$ cat config.mk
export PLATFORM = sky130hd
export DESIGN_NAME = uart_rx_fifo
export DESIGN_NICKNAME = d
export VERILOG_FILES = /design/src/rtl/uart_rx_fifo.sv
export SDC_FILE = /design/constraint.sdc
export NUM_CORES = 1
export LEC_CHECK = 0
export BUFFER_PORTS_ARGS = -buffer_cell sky130_fd_sc_hd__buf_2
export CAP_MARGIN = 20
export CORE_MARGIN = 8
export CORE_UTILIZATION = 35
export DETAILED_ROUTE_END_ITERATION = 16
export GPL_TIMING_DRIVEN = 0
export PLACE_DENSITY = 0.55
export SYNTH_ARGS = -nofsm -noshare
export SYNTH_HDL_FRONTEND = slang
export SYNTH_SLANG_ARGS = --single-unit
$ cat constraint.sdc
create_clock -name clk -period 7.2 [get_ports clk]
set_input_delay 0.36 -clock clk [delete_from_list [all_inputs] [get_ports clk]]
set_output_delay 0.36 -clock clk [all_outputs]
set_load 0.01 [all_outputs]
$ cat src/rtl/uart_rx_fifo.sv
// Receive-side byte FIFO for a UART: first-word-fall-through, sticky overrun, level and idle-timeout IRQs.
// Define UART_RX_FIFO_TIMEOUT_EN to build in the timeout counter/FSM; otherwise timeout_irq is tied low.
module uart_rx_fifo #(
  parameter int DEPTH     = 16,
  parameter int WATERMARK = 8,
  parameter int TIMEOUT   = 1000
) (
  input  logic                     clk,
  input  logic                     rst,
  input  logic [7:0]               in_data,
  input  logic                     in_valid,
  output logic [7:0]               out_data,
  output logic                     out_valid,
  input  logic                     out_ready,
  output logic [$clog2(DEPTH):0]   count,
  output logic                     full,
  output logic                     empty,
  output logic                     overrun,
  input  logic                     clr_overrun,
  output logic                     level_irq,
  output logic                     timeout_irq
);

  localparam int AW = $clog2(DEPTH);
  localparam int CW = AW + 1;

  if (DEPTH < 2 || DEPTH > 256 || (DEPTH & (DEPTH - 1)) != 0) begin : g_bad_depth
    $error("uart_rx_fifo: DEPTH must be a power of 2 in 2..256");
  end
  if (WATERMARK < 1 || WATERMARK > DEPTH) begin : g_bad_wm
    $error("uart_rx_fifo: WATERMARK must be in 1..DEPTH");
  end
  if (TIMEOUT < 2) begin : g_bad_to
    $error("uart_rx_fifo: TIMEOUT must be at least 2");
  end

  logic [7:0]    mem [DEPTH];
  logic [AW-1:0] wr_ptr;
  logic [AW-1:0] rd_ptr;
  logic [CW-1:0] count_nxt;
  logic          wr_en;
  logic          pop;
  logic          ovr_set;

  assign empty     = (count == '0);
  assign full      = (count == CW'(DEPTH));
  assign out_valid = !empty;
  assign out_data  = empty ? 8'h00 : mem[rd_ptr];

  // A pop frees the slot in the same edge, so a full FIFO still accepts a write alongside it.
  assign pop     = out_valid && out_ready;
  assign wr_en   = in_valid && (!full || pop);
  assign ovr_set = in_valid && full && !pop;

  always_comb begin
    count_nxt = count;
    case ({wr_en, pop})
      2'b10:   count_nxt = count + 1'b1;
      2'b01:   count_nxt = count - 1'b1;
      default: count_nxt = count;
    endcase
  end

  always_ff @(posedge clk) begin
    if (wr_en) mem[wr_ptr] <= in_data;
  end

  always_ff @(posedge clk or posedge rst) begin
    if (rst) begin
      wr_ptr    <= '0;
      rd_ptr    <= '0;
      count     <= '0;
      overrun   <= 1'b0;
      level_irq <= 1'b0;
    end else begin
      if (wr_en) wr_ptr <= wr_ptr + 1'b1;
      if (pop)   rd_ptr <= rd_ptr + 1'b1;
      count <= count_nxt;
      // Set beats clear so a drop in the clearing cycle is never lost.
      if (ovr_set)          overrun <= 1'b1;
      else if (clr_overrun) overrun <= 1'b0;
      level_irq <= (count >= CW'(WATERMARK));
    end
  end

`ifdef UART_RX_FIFO_TIMEOUT_EN
  localparam int TW = $clog2(TIMEOUT);

  typedef enum logic [1:0] {IDLE, COUNTING, EXPIRED} to_state_t;

  to_state_t     state;
  to_state_t     state_nxt;
  logic [TW-1:0] to_cnt;
  logic [TW-1:0] to_cnt_nxt;

  always_comb begin
    state_nxt  = state;
    to_cnt_nxt = to_cnt;
    case (state)
      IDLE: begin
        if (wr_en) begin
          state_nxt  = COUNTING;
          to_cnt_nxt = '0;
        end
      end
      COUNTING: begin
        if (wr_en || pop)                    to_cnt_nxt = '0;
        else if (to_cnt == TW'(TIMEOUT - 1)) state_nxt  = EXPIRED;
        else                                 to_cnt_nxt = to_cnt + 1'b1;
      end
      EXPIRED: begin
        if (wr_en || pop) begin
          state_nxt  = COUNTING;
          to_cnt_nxt = '0;
        end
      end
      default: state_nxt = IDLE;
    endcase
    // Draining the FIFO overrides everything: nothing left to time out on.
    if (count_nxt == '0) begin
      state_nxt  = IDLE;
      to_cnt_nxt = '0;
    end
  end

  always_ff @(posedge clk or posedge rst) begin
    if (rst) begin
      state  <= IDLE;
      to_cnt <= '0;
    end else begin
      state  <= state_nxt;
      to_cnt <= to_cnt_nxt;
    end
  end

  assign timeout_irq = (state == EXPIRED);
`else
  assign timeout_irq = 1'b0;
`endif

endmodule

; ---- Word-level counts from Yosys, hierarchy flattened
; Memory sizes are Yosys's and may differ from the RTL's.
; Index checks and enable logic that the tools add are counted.
[totals]
wordCells = 31
regBits = 15
input_bits = 13
mem_count = 1
mem_bits_rw = 128
rom_bits = 0
out_inout_bits = 19
latchBits = 0
[classes]
bitwise = 0
n_div = 0
muxes = 6
reduce_logical = 11
eq_ne = 3
multipliers = 0
n_shift = 0
addsub = 4
magnitude_cmp = 1
[memory_table]
columns = name, depth, width, read_ports, rd_ports_with_merged_regs, write_ports, line
row1 = mem, 16, 8, 1, 0, 1, 37  ; logic [7:0] mem [DEPTH];
[ops]
columns = operator, n
row1 = case mux 5 bit (2 select lines), 1
row2 = adder 4 x 1 -> 4 bit (second input constant), 2
row3 = two-way mux 8 bit, 1
row4 = adder 5 x 1 -> 5 bit (second input constant), 1
row5 = == test 5 bit (second input constant), 1
row6 = greater-or-equal comparator 5 x 4 -> 1 bit (second input constant), 1
row7 = zero test 5 bit, 1
row8 = subtractor 5 x 1 -> 5 bit (second input constant), 1
row9 = logical AND 1 bit, 4
row10 = two-way mux 1 bit, 4
row11 = nonzero test 2 bit, 2
row12 = zero test 1 bit, 3
row13 = == test 2 x 1 -> 1 bit (second input constant), 1
row14 = == test 2 bit (second input constant), 1
row15 = logical OR 1 bit, 1

; ---- Longest topological paths before layout
[logic_depth]
depth_word = 7
ltp_mapped = 13

; ---- Worst setup path before layout
; Ideal clock, no wire load.
[synth_path]
kind = reg-to-reg
start = register count[1]
end = register count[4]
path_slack_ns = 3.899
path_stages_with_launch = 13
synth_period_minus_slack_ns = 3.301
setup_ns = 0.131
t_arrival_ns = 3.169
n_path_buf = 2
cell_sequence = dfrtp_1 buf_6 or4_4 o31a_4 clkinv_4 ha_1 clkbuf_1 xor2_1 ha_1 o211ai_1 nor4b_1 a2111o_1 or3_1
[synth_via]
elab_chain_cells = 7
[synth_rtl]
columns = item, line
row1 = "start, declared", 15  ; output logic [$clog2(DEPTH):0] count,
row2 = "start signal, assigned", 78  ; count <= count_nxt;
row3 = zero test 5 bit, 45  ; assign empty = (count == '0);
row4 = zero test 1 bit, 47  ; assign out_valid = !empty;
row5 = logical AND 1 bit, 51  ; assign pop = out_valid && out_ready;
row6 = logical OR 1 bit, 52  ; assign wr_en = in_valid && (!full || pop);
row7 = logical AND 1 bit, 52
row8 = == test 2 x 1 -> 1 bit / == test 2 bit (equally long branches), 57  ; case ({wr_en, pop})
row9 = case mux 5 bit (2 select lines) / nonzero test 2 bit (equally long branches), --
; Parallel ways exist; a longest one is shown, timed or not.
; A chain may end at the register's enable or synchronous reset.

; ---- Worst setup path after layout
[layout_path]
start = register count[2]
end = register count[4]
; Same word-level chain as after synthesis.

==> results.tsv <==
metric	value	unit
outcome	completed	
max_cap viols	0	
Crit Path Max Fanout	10	
antenna violations before repair	0	
Psw	0.000885	W
crit path launch type	flip-flop	
Port Buffers	30	
Clock transition at path regs	0.06	ns
Slew headroom	0.436	
Boundary Pins	32	
critical path class	reg -> reg	
Final WS setup	3.62	ns
count of final setup violators	0	
endpoint class of the critical path	flip-flop	
internal power	0.00209	W
synthesized cell area	5970	sq um
Max Fclk	280	MHz
post-synthesis area per instance	18.7	sq um
Power Density	421	nW/um^2
largest net degree at the start of global routing	17	
area of the core	16600	sq um
Clk Latency, worst-skew pair	0.42	ns
Total GRT Usage	0.120	
peak supply drop	0.213	mV
Sink Count	143	
final critical-path required period	3.58	ns
Max Slew Vio Count	0	
commonest non-fill, non-tap cell in the layout	edfxtp_1	
crit path DAT	3.88	ns
First-pass DRT Iterations	4	
largest area contributor in the netlist	edfxtp_1	
switch share	0.298	
EDFF count, synth	128	
Root Buffer	clkbuf_16	
DR vias	3012	
Die X	147	microns
final hold violations	0	
Antenna diodes	0	
CTS max path bufs	2	
Die Y	147	microns
Synth Flop Type	edfxtp_1	
Worst Max-Slew Pin Slew	0.843	ns
Post-CTS Hold Buffers	0	
Non-Filler Instances	601	
Synth Instances	319	
RSZ-0062 raised after global routing	false	
Gate power share	0.310	
worst-path cell chain	buf_2, or4_4, o31a_4, clkinv_4, ha_1, clkbuf_1, xor2_1, ha_1, o211ai_1, nor4b_1, a2111o_1, or3_1	
DRT iter0 DRCs	192	
P_leak	2.45	nW
Clk network pwr share	0.332	
WL/cell	20.5	microns
GPL Wtd Cong	0.771	
nets	390	
# DRC	0	
area grow syn2layout	18.3	%
layout cell share with drive strength beyond 1	0.323	
FP Rows	47	
top cells by area, synth	edfxtp_1 64%, mux4_2 12%, dfrtp_1 6.3%, ha_1 1.9%, mux2_2 1.7%	
total negative slack	0	ns
commonest cells after routing, fill and taps aside	128 x edfxtp_1, 38 x buf_2, 32 x mux4_2	
fin crit share	0.497	
WP buf/inv	3	
clock skew	0.00531	ns
worst min path class	in -> async	
Num CTS Buffers	17	
Initial Utilization	0.358	
routed vias/inst	5.01	
Detail Placement HPWL	8030	microns
synth unique cells	47	
WHS	0.0194	ns
vias in the first global route	3205	
first-pass GRT wire length	18800	microns
most frequent CP cell	ha_1	
placed cells	569	
Routed Antenna Nets	0	
setup repair bufs after CTS	0	
Reg power frac	0.358	
slowest stage delay, CP	0.51	ns
CTS resizes	0	
die area	21500	sq um
grt ovf	0	
syn nets	341	
CP Data Required Time	7.50	ns
CTS HTree Levels	4	
Ys Warns	0	
dpl ws	3.65	ns
#FFs+latches synth	143	
Seq/Total Area, Yosys	0.707	
Post-Route WL	12300	microns
CTS tree	done	
asr flop ratio synth	0.105	
slowest CP cell	or4_4	
Synth top area share	0.644	
CP top delay family	simple AND/OR/NAND/NOR gates	
[metrics by stage]
stage / utilization / power (W) / cell area (sq um)
6_report: 0.424 / 0.00297 / 7060
5_1_grt: 0.424 / 0.00312 / 7060
3_5_place_dp: 0.384 / 0.00202 / 6390
3_3_place_gp: 0.384 / 0.00200 / 6390
2_1_floorplan: - / 0.00172 / 5970
4_1_cts: 0.424 / 0.00301 / 7060
[power by group through the flow]
stage          Sequential, W  Clock, W  Combinational (W)
5_1_grt              0.00107   0.00104            0.00101
3_5_place_dp         0.00108         0           0.000940
4_1_cts              0.00106   0.00100           0.000942
6_report             0.00106  0.000987           0.000919
3_3_place_gp         0.00108         0           0.000927
2_1_floorplan        0.00108         0           0.000644
[cells by family (layout without fill, tap and decap cells)]
logic type | after synthesis | after routing | share of synthesized area
buf+inv | 30 | 92 | 0.0258
xor+xnor | 10 | 10 | 0.0147
other cells | 1 | 1 | 0.000629
mux | 50 | 50 | 0.153
fa+ha+maj | 9 | 9 | 0.0189
compound gates | 30 | 30 | 0.0319
flops | 143 | 143 | 0.707
simple gates | 46 | 46 | 0.0478
[per-layer routing]
layer | vias to the layer above | part of all wire | track usage
met5 | - | 0 | 0
met4 | 0 | 0.013 | 0.0510
met3 | 9 | 0.052 | 0.0349
met2 | 76 | 0.47 | 0.185
met1 | 1560 | 0.46 | 0.156
li1 | 1367 | - | -
[synth_stat cells, drive strengths merged, types with 2 or more instances]
cell type	instances
edfxtp	128
dfrtp	15
nor3b	2
clkbuf	7
o21ai	12
inv	9
nor4b	2
ha	9
and2	8
mux2	10
buf	13
mux2i	8
and3	5
nand3	6
nor2	8
xnor2	7
a21oi	10
mux4	32
nand2	4
xor2	3
[flip-flops by register name, summed over array words and instances, names as in the netlist]
signal     count
level_irq      1
overrun        1
mem          128
wr_ptr         4
rd_ptr         4
count          5
[final timing paths]
path / startpoint / endpoint / slack [ns] / depth (start not counted)
min: rst / count[1]$_DFFE_PP0P_ / 0.02 / 2
max reg2reg: count[2]$_DFFE_PP0P_ / count[4]$_DFFE_PP0P_ / 3.62 / 12
max: count[2]$_DFFE_PP0P_ / count[4]$_DFFE_PP0P_ / 3.62 / 12
min in group clk: clr_overrun / overrun$_DFFE_PP0P_ / 0.22 / 3
min reg2reg: overrun$_DFFE_PP0P_ / overrun$_DFFE_PP0P_ / 0.49 / 1
max in group asynchronous: rst / rd_ptr[2]$_DFFE_PP0P_ / 6.75 / 2
[final cells by class]
class | instances | area [sq um]
fillers | 1469 | 9590
flip-flops and latches | 143 | 4220
multi-input cells | 146 | 1590
clock buffers | 17 | 425
well taps | 220 | 275
clock inverters | 15 | 240
repair buffers | 30 | 150
plain buffers | 20 | 111
inverters | 10 | 42.5
Note: power is estimated with default switching activity, not from simulation.
